File: src/rtl/uart_rx_cfg.sv
// Parametrised UART receiver: 16x oversampling, 3-sample majority vote, start-glitch
// rejection, configurable data width / parity / stop bits, with parity, framing and break status.
`timescale 1ns/1ps
module uart_rx_cfg #(
  parameter int unsigned CLOCK_RATE = 12000000,
  parameter int unsigned BAUD_RATE  = 9600,
  parameter int unsigned DATA_BITS  = 8,
  parameter int unsigned PARITY     = 0,
  parameter int unsigned STOP_BITS  = 1
) (
  input  logic                 clk,
  input  logic                 reset,
  input  logic                 rxEn,
  input  logic                 rxIn,
  output logic                 rxBusy,
  output logic                 rxDone,
  output logic                 rxErr,
  output logic                 rxParErr,
  output logic                 rxFrameErr,
  output logic                 rxBreak,
  output logic [DATA_BITS-1:0] rxOut
);

  localparam int unsigned DIV     = CLOCK_RATE / (BAUD_RATE * 16);
  localparam int unsigned DIV_EFF = (DIV == 0) ? 1 : DIV;
  localparam int unsigned DIV_W   = (DIV_EFF > 1) ? $clog2(DIV_EFF) : 1;
  localparam int unsigned BIT_W   = 4;

  typedef enum logic [2:0] {
    S_IDLE, S_START, S_DATA, S_PARITY, S_STOP, S_WAIT_IDLE
  } state_t;

  state_t               state, state_next;
  logic [1:0]           sync_q;
  logic                 rx_s, rx_prev, fall, start_c;
  logic [DIV_W-1:0]     div_cnt;
  logic                 tick;
  logic [3:0]           s_cnt, s_next;
  logic                 mid, bit_end;
  logic [1:0]           samp;
  logic                 maj;
  logic [BIT_W-1:0]     bit_cnt;
  logic                 last_data, last_stop;
  logic [DATA_BITS-1:0] shreg;
  logic                 par_bit, par_err, frm_err, par_exp, frm_fin;
  logic                 done_c, busy_c;

  // Two-flop synchroniser plus edge history, idling high
  always_ff @(posedge clk or negedge reset) begin
    if (!reset) begin
      sync_q  <= 2'b11;
      rx_prev <= 1'b1;
    end else begin
      sync_q  <= {sync_q[0], rxIn};
      rx_prev <= sync_q[1];
    end
  end

  assign rx_s    = sync_q[1];
  assign fall    = rx_prev & ~rx_s;
  assign start_c = (state == S_IDLE) && rxEn && fall;

  // Free-running 16x tick; phase re-aligned to each accepted start edge
  always_ff @(posedge clk or negedge reset) begin
    if (!reset) begin
      div_cnt <= '0;
      s_cnt   <= '0;
    end else if (start_c) begin
      div_cnt <= '0;
      s_cnt   <= '0;
    end else if (tick) begin
      div_cnt <= '0;
      s_cnt   <= s_next;
    end else begin
      div_cnt <= div_cnt + DIV_W'(1);
    end
  end

  assign tick    = (div_cnt == DIV_W'(DIV_EFF - 1));
  assign s_next  = s_cnt + 4'd1;
  assign mid     = tick && (s_next == 4'd9);
  assign bit_end = tick && (s_next == 4'd0);
  assign maj     = (samp[1] & samp[0]) | (samp[1] & rx_s) | (samp[0] & rx_s);

  assign last_data = (bit_cnt == BIT_W'(DATA_BITS - 1));
  assign last_stop = (bit_cnt == BIT_W'(STOP_BITS - 1));
  assign par_exp   = (^shreg) ^ (PARITY == 32'd2);
  assign frm_fin   = frm_err | ~maj;

  // State register
  always_ff @(posedge clk or negedge reset) begin
    if (!reset) state <= S_IDLE;
    else        state <= state_next;
  end

  // Next-state logic; rxEn low forces idle from anywhere
  always_comb begin
    state_next = state;
    case (state)
      S_IDLE:      if (fall) state_next = S_START;
      S_START: begin
        if (mid && maj)   state_next = S_IDLE;
        else if (bit_end) state_next = S_DATA;
      end
      S_DATA:      if (bit_end && last_data) state_next = (PARITY != 0) ? S_PARITY : S_STOP;
      S_PARITY:    if (bit_end) state_next = S_STOP;
      S_STOP:      if (mid && last_stop) state_next = frm_fin ? S_WAIT_IDLE : S_IDLE;
      S_WAIT_IDLE: if (rx_s) state_next = S_IDLE;
      default:     state_next = S_IDLE;
    endcase
    if (!rxEn) state_next = S_IDLE;
  end

  // Output decode: next values for the registered busy/done flags
  always_comb begin
    busy_c = 1'b0;
    done_c = 1'b0;
    if (rxEn) begin
      case (state)
        S_START:          busy_c = rxBusy | (mid & ~maj);
        S_DATA, S_PARITY: busy_c = 1'b1;
        S_STOP: begin
          done_c = mid & last_stop;
          busy_c = ~done_c;
        end
        default: ;
      endcase
    end
  end

  // Datapath: samples, shift register, error flags and result registers
  always_ff @(posedge clk or negedge reset) begin
    if (!reset) begin
      samp       <= 2'b11;
      bit_cnt    <= '0;
      shreg      <= '0;
      par_bit    <= 1'b0;
      par_err    <= 1'b0;
      frm_err    <= 1'b0;
      rxBusy     <= 1'b0;
      rxDone     <= 1'b0;
      rxErr      <= 1'b0;
      rxParErr   <= 1'b0;
      rxFrameErr <= 1'b0;
      rxBreak    <= 1'b0;
      rxOut      <= '0;
    end else begin
      if (tick && (s_next == 4'd7 || s_next == 4'd8)) samp <= {samp[0], rx_s};

      if (state_next != state) bit_cnt <= '0;
      else if (bit_end)        bit_cnt <= bit_cnt + BIT_W'(1);

      if (start_c) begin
        par_bit <= 1'b0;
        par_err <= 1'b0;
        frm_err <= 1'b0;
      end else if (mid) begin
        case (state)
          S_DATA:   shreg <= {maj, shreg[DATA_BITS-1:1]};
          S_PARITY: begin
            par_bit <= maj;
            par_err <= maj ^ par_exp;
          end
          S_STOP:   if (!maj) frm_err <= 1'b1;
          default: ;
        endcase
      end

      rxBusy <= busy_c;
      rxDone <= done_c;
      if (done_c) begin
        rxOut      <= shreg;
        rxParErr   <= par_err;
        rxFrameErr <= frm_fin;
        rxBreak    <= (shreg == '0) && !par_bit && frm_fin;
        rxErr      <= par_err | frm_fin;
      end
    end
  end

endmodule

File: config.mk
export PLATFORM = sky130hd
export DESIGN_NAME = uart_rx_cfg
export DESIGN_NICKNAME = d
export VERILOG_FILES = /design/src/rtl/uart_rx_cfg.sv
export SDC_FILE = /design/constraint.sdc
export NUM_CORES = 1
export LEC_CHECK = 0
export BUFFER_PORTS_ARGS = -buffer_cell sky130_fd_sc_hd__buf_2
export CORE_ASPECT_RATIO = 1.2
export CORE_MARGIN = 5
export CORE_UTILIZATION = 45
export CTS_CLUSTER_DIAMETER = 50
export CTS_CLUSTER_SIZE = 14
export DETAILED_ROUTE_END_ITERATION = 8
export GPL_TIMING_DRIVEN = 0
export SYNTH_ARGS = -nofsm -noshare
export SYNTH_HDL_FRONTEND = slang
export SYNTH_SLANG_ARGS = --single-unit
File: constraint.sdc
create_clock -name clk -period 5.6 [get_ports clk]
set_input_delay 0.28 -clock clk [delete_from_list [all_inputs] [get_ports clk]]
set_output_delay 0.28 -clock clk [all_outputs]
set_load 0.02 [all_outputs]
==> impl_results.md, run 1 <==
- Leakage: 1.29 nW
- Maximum fanout along the worst path: 8
- Max Slew Vio Count: 0
- Clock transition at the registers of the reported paths: roughly 90 ps
- Gr ovfl total: 0
- H-tree depth: 2
- Number of port buffers: 17
- Total track usage: 0.148
- Cell Rows: 29
- Fin util: 0.516
- DRC Markers: 0
- Via Count: 1754
- Worst-Margin Slew: 1050 ps
- Final WL: 4.78 mm
- Final number of setup-violating endpoints: 0
- Vias in the first global route: 1859
- Crit path time final: 2310 ps
- Req. time, crit path: 5780 ps
- Register bit total from synthesis: 48
- Power Total: between 0.6 and 0.7 mW
- Worst Hold Class: in -> reg
- Resized cells post-CTS: 0
- CP peak stage delay: 470 ps
- Routability cong.: 0.867
- Area leader, netlist: dfrtp_1
- EDFF count, synth: 0
- Via-to-Cell Ratio: ~5.2
- Ports: 18
- Largest net degree at the start of global routing: 49
- Final Cycle Share: 0.413
- Cells after Synth: 248
- Synth-to-layout area growth: 10.2%
- Cts hold-fix bufs: 0
- Wire per inst: 14.3 um
- Cells along the critical path: ha_1 > and4_1 > nor2_1 > nor3b_4 > nand3_4 > nor2_8 > mux2_1
- Worst setup SP type: register
- Worst hold margin: approximately 77 ps
- Clk sinks: 48
- Die Y: 91.9 um
- Max Cap Violations: 0
- Clk_lat worst skew: 290 ps
- Synth warnings: 0
- Number of diodes: 0
- Max Clock Freq: 432 MHz
- Sequential share of the synthesized area: 0.481
- Synth Net Count: 264
- Post-synthesis cell type count: 51
- Post-DP HPWL: about 3.4 mm
- Largest cells by area after synthesis: dfrtp_1 43%, ha_1 6.0%, dfstp_2 5.2%, nor2_1 4.3%, xnor2_1 3.8%
- Most used flip-flop cell after synthesis: dfrtp_1
- CTS tree: yes
- Final Hold Fails: 0
- Mean Syn Cell Area: ~10 sq um
- Total CTS buffers: 5
- Layout cell share with drive strength beyond 1: 0.172
- Post-route ant nets: 0
- Critical path class: reg -> reg
- Root buffer cell: clkbuf_8
- Nets: 288
- Outcome: completed
- Delay-heaviest family, CP: simple AND/OR/NAND/NOR gates
- Setup TNS Final: 0 ps
- Layout Skew: about 5.3 ps
- RSZ-0062 raised after global routing: false
- Die ar.: 7180 sq um
- Max clock buf depth: 2
- Synthesized area: 2510 sq um
- Initial antenna violation count: 0
- Post-CTS Setup Repair Bufs: 0
- First-pass GRT wire length: around 8.6 mm
- Crit-path slowest cell: dfrtp_1
- Starting DRT DRC Count: 69
- Async S/R FF share, synth: 1.00
- Yosys top cell area share: 0.428
- Worst Path Arrival: ~2500 ps
- Critical path endpoint category: register
- Buf/Inv on CP: 0
- Die width: 78.2 um
- Peak supply drop: 0.179 mV
- DRT Pass-1 Iters: 4
- Initial Util: 0.468
- P per Cell Area: about 240 nW/um^2
- Slew margin rel.: 0.297
- Core area: 5370 sq um
[path summary, 6_finish.rpt]
kind / slack [ps] / cells past startpoint / start / end
hold reg to reg: 360 / 0 / sync_q[0] / sync_q[1]
setup reg to reg: 3290 / 7 / s_cnt[1] / shreg[7]
setup / recovery: 3290 / 7 / s_cnt[1] / shreg[7]
min in group asynchronous: 160 / 1 / reset / s_cnt[3]
max in group asynchronous: 4780 / 1 / reset / par_bit
hold / removal: 80 / 1 / rxIn / sync_q[0]
[layer usage]
metal / vias up / share of wire / track usage
met5: - / 0 / 0
met4: 0 / 0.012 / 0.0539
met3: 6 / 0.038 / 0.0363
met2: 25 / 0.49 / 0.245
met1: 834 / 0.46 / 0.187
li1: 889 / - / -
[logic make-up (layout without fill, tap and decap cells)]
| group | after synthesis | after routing | share of synthesized area |
|---|---|---|---|
| flops | 48 | 48 | 0.481 |
| fa+ha+maj | 13 | 13 | 0.0637 |
| buf+inv | 24 | 49 | 0.0393 |
| simple gates | 94 | 94 | 0.205 |
| xor+xnor | 17 | 17 | 0.0623 |
| compound gates | 39 | 39 | 0.0956 |
| mux | 13 | 13 | 0.0538 |
[placed cells by master, fill, tap and decap left out, types with 4 or more instances in the layout]
cell      count
a21oi_1       6
buf_2        21
clkbuf_8      6
dfrtp_1      43
dfstp_2       5
ha_1         12
inv_1        17
mux2i_1       9
nand2_1      24
nand3_1       6
nor2_1       29
nor2b_1       4
nor3_1        5
o21ai_0      19
xnor2_1      11
xor2_1        5
[Yosys cell counts (4+ instances only)]
library cell and n:
buf_2 4, nor3_1 5, dfstp_2 5, ha_1 12, xnor2_1 11, a21oi_1 6, inv_1 17, nand3_1 6
nor2b_1 4, o21ai_0 19, dfrtp_1 43, mux2i_1 9, nand2_1 24, nor2_1 29, xor2_1 5
[sequential cells by signal, summed over array words and instances, names as in the netlist, 2 cells and up]
name,flops
rxOut,8
shreg,8
div_cnt,7
bit_cnt,4
s_cnt,4
state,3
samp,2
sync_q,2
[per-stage QoR]
stage | cell area [sq um] | std cells | setup WS (ps)
after global placement | 2680 | 327 | 3330
after global routing | 2770 | 335 | 3100
after floorplan | 2510 | 248 | 3530
after CTS | 2770 | 335 | 3270
final | 2770 | 335 | 3290
after detailed placement | 2680 | 327 | 3300
[report_power, final]
| group | internal [mW] | switching (mW) | total [mW] |
|---|---|---|---|
| sequential | 0.366 | 0.0205 | 0.387 |
| combinational | 0.0255 | 0.0331 | 0.0586 |
| clock | 0.100 | 0.112 | 0.213 |
| total | 0.492 | 0.166 | 0.658 |
[cell type report]
type	instances	area, sq um
fillers	505	2600
multi-input cells	176	1210
clock inverters	1	7.51
clock buffers	7	86.3
inverters	17	63.8
plain buffers	7	35.0
flip-flops and latches	48	1210
well taps	62	77.6
repair buffers	17	85.1
Note: power is estimated with default switching activity, not from simulation.
==> run 2, diff against run 1 <==
==> constraint.sdc (replaced) <==
create_clock -name clk -period 1.9 [get_ports clk]
set_input_delay 0.095 -clock clk [delete_from_list [all_inputs] [get_ports clk]]
set_output_delay 0.095 -clock clk [all_outputs]
set_load 0.02 [all_outputs]
==> run 2 against run 1 <==
Compared with the run above:
- the run now ends with hold timing, setup timing left
- clock-buffer cell count decreased by 1
- clock skew increased by 1.1 ps
- non-clock buffer count increased by 21
- total power increased to 3.3 times the previous value
- critical endpoint is now bit_cnt[0]
- largest cell class is now multi-input combinational cells
- largest power group unchanged
==> impl_results.md, run 2 (synthesized netlist as in run 1, its figures left out) <==
- Outcome: complete, but fails checks (was completed)
- Failing checks: hold timing, setup timing
- Regs by FF count: rxOut: 8 flops, shreg: 8 flops, div_cnt: 7 flops (unchanged)
- Critical path class: reg -> reg (unchanged)
- Cells along the critical path: inv_1 > ha_1 > and4bb_2 > nand3_4 > or3_4 > o211ai_4 > nor3_1 (was ha_1 > and4_1 > nor2_1 > nor3b_4 > nand3_4 > nor2_8 > mux2_1)
- Total track usage: 0.154 (was 0.148)
- Largest net degree at the start of global routing: 49 (unchanged)
- Post-DP HPWL: 3.30 mm (was 3.43 mm)
- Cell Rows: 29 (unchanged)
- Wire per inst: 14.6 um (was 14.3 um)
- Fin util: 0.594 (was 0.516)
- Power Total: 2.14 mW (was 0.658 mW)
- Ports: 18 (unchanged)
- Most used routing layer: met2 (unchanged)
- Max Cap Violations: 0 (unchanged)
- Worst Hold Class: in -> async (was in -> reg)
- First-pass GRT wire length: 8.85 mm (was 8.61 mm)
- Nets: 309 (was 288)
- RSZ-0062 raised after global routing: true (was false)
- Routability cong.: 0.904 (was 0.867)
- Final Cycle Share: 1.02 (was 0.413)
- Critical path endpoint category: register (unchanged)
- CP peak stage delay: 450 ps (was 470 ps)
- DRT Pass-1 Iters: 4 (unchanged)
- Final WL: 5.20 mm (was 4.78 mm)
- H-tree depth: 2 (unchanged)
- Commonest non-fill, non-tap cells in the layout: 41 x dfrtp_1, 28 x nor2_1, 23 x nand2_1, 19 x buf_4, 18 x buf_2 (was 43 x dfrtp_1, 29 x nor2_1, 24 x nand2_1, 21 x buf_2, 19 x o21ai_0)
- Max Slew Vio Count: 0 (unchanged)
- Crit-path slowest cell: or3_4 (was dfrtp_1)
- Gr ovfl total: 0 (unchanged)
- Worst setup path start: div_cnt[1] (was s_cnt[1])
- Layout Skew: 6.44 ps (was 5.30 ps)
- Layout cell share with drive strength beyond 1: 0.323 (was 0.172)
- Core area: 5370 sq um (unchanged)
- Worst Path Arrival: 2120 ps (was 2490 ps)
- Root buffer cell: clkbuf_8 (unchanged)
- Via-to-Cell Ratio: 5.29 (was 5.24)
- Grt met1 use: 0.181 (was 0.187)
- CTS tree: yes (unchanged)
- Initial Util: 0.468 (unchanged)
- Slew margin rel.: 0.264 (was 0.297)
- Starting DRT DRC Count: 98 (was 69)
- Placed insts: 327 (unchanged)
- Met2 GRT Util: 0.271 (was 0.245)
- Worst hold margin: -14.5 ps (was 76.7 ps)
- Crit path time final: 1940 ps (was 2310 ps)
- P per Cell Area: 670 nW/um^2 (was 238 nW/um^2)
- Commonest non-fill, non-tap cell in the layout: dfrtp_1 (unchanged)
- Met3 Use GR: 0.0353 (was 0.0363)
- Via Count: 1883 (was 1754)
- Critical R2R Launch: div_cnt[1] (was s_cnt[1])
- Vias in the first global route: 1929 (was 1859)
- Clk sinks: 48 (unchanged)
- Total CTS buffers: 5 (unchanged)
- Clk_lat worst skew: 300 ps (was 290 ps)
- Number of port buffers: 17 (unchanged)
- Worst setup SP type: register (unchanged)
- Pre-CTS WS: -225 ps (was 3300 ps)
- Peak supply drop: 0.436 mV (was 0.179 mV)
- Req. time, crit path: 2080 ps (was 5780 ps)
- Clock transition at the registers of the reported paths: 90 ps (about the same)
- DRC Markers: 0 (unchanged)
- Max clock buf depth: 2 (unchanged)
- Final worst slack: -41.0 ps (was 3290 ps)
- Maximum fanout along the worst path: 8 (unchanged)
- Buf/Inv on CP: 1 (was 0)
- Synth-to-layout area growth: 27.0% (was 10.2%)
- Leakage: 1.44 nW (was 1.29 nW)
- Final Hold Fails: 6 (was 0)
- Delay-heaviest family, CP: simple AND/OR/NAND/NOR gates (unchanged)
- Die width: 78.2 um (unchanged)
- Number of diodes: 0 (unchanged)
- Die Y: 91.9 um (unchanged)
- Layout Cells excl Fill: 356 (was 335)
- Initial antenna violation count: 0 (unchanged)
- Post-route ant nets: 0 (unchanged)
- Final number of setup-violating endpoints: 5 (was 0)
- Die ar.: 7180 sq um (unchanged)
- Max Clock Freq: 515 MHz (was 432 MHz)
- Worst-Margin Slew: 1100 ps (was 1050 ps)
==> run 2: worst paths after layout <==
check	endpoint	slack, ps	cells past startpoint
setup / recovery	bit_cnt[0]	-40	7
hold / removal	s_cnt[2]	-10	1
setup reg to reg	bit_cnt[0]	-40	7
hold reg to reg	sync_q[1]	360	0
max in group asynchronous	s_cnt[1]	1180	1
min in group clk	rxBusy	100	2
==> run 2: worst reg2reg max path, delay by kind of cell, from the launching register on <==
family,cells,cell delay (ps)
AOI/OAI and AO/OA,1,260
adders and majority gates,1,130
buffers and inverters,1,50
DFF,1,390
and+or+nand+nor,4,1000
==> run 2: routing by layer <==
layer / vias to the layer above / wire [um]
li1: 928 / -
met1: 932 / 2370
met2: 17 / 2640
met3: 6 / 120
met4: 0 / 75
met5: - / 0
==> run 2: report_power, final <==
part           internal [mW]  switching [mW]
sequential              1.08          0.0684
clock                  0.431           0.349
combinational          0.106           0.106
==> run 2: repair_timing <==
item / CTS / global route
hold endpoints to repair: 1 / 0
hold buffers: 1 / 0
gates resized for setup: 23 / 28
cloned: 0 / 1
setup endpoints to repair: 37 / 36
setup buffers: 12 / 8
pin swaps: 6 / 12
==> run 2: final cells by class <==
class | instances | area [sq um]
Clock inverter | 2 | 38.8
Timing Repair Buffer | 39 | 282
Sequential cell | 48 | 1210
Fill cell | 455 | 2180
Multi-Input combinational cell | 176 | 1390
Inverter | 17 | 63.8
Buffer | 6 | 45.0
Clock buffer | 6 | 82.6
Tap cell | 62 | 77.6
==> run 2: metrics by stage <==
stage | area [sq um] | TNS, ps
detailed placement | 2690 | -3130
global placement | 2690 | -3050
CTS | 3050 | -0.564
finish | 3190 | -58.0
global route | 3190 | -1540
floorplan | 2530 | -44.8
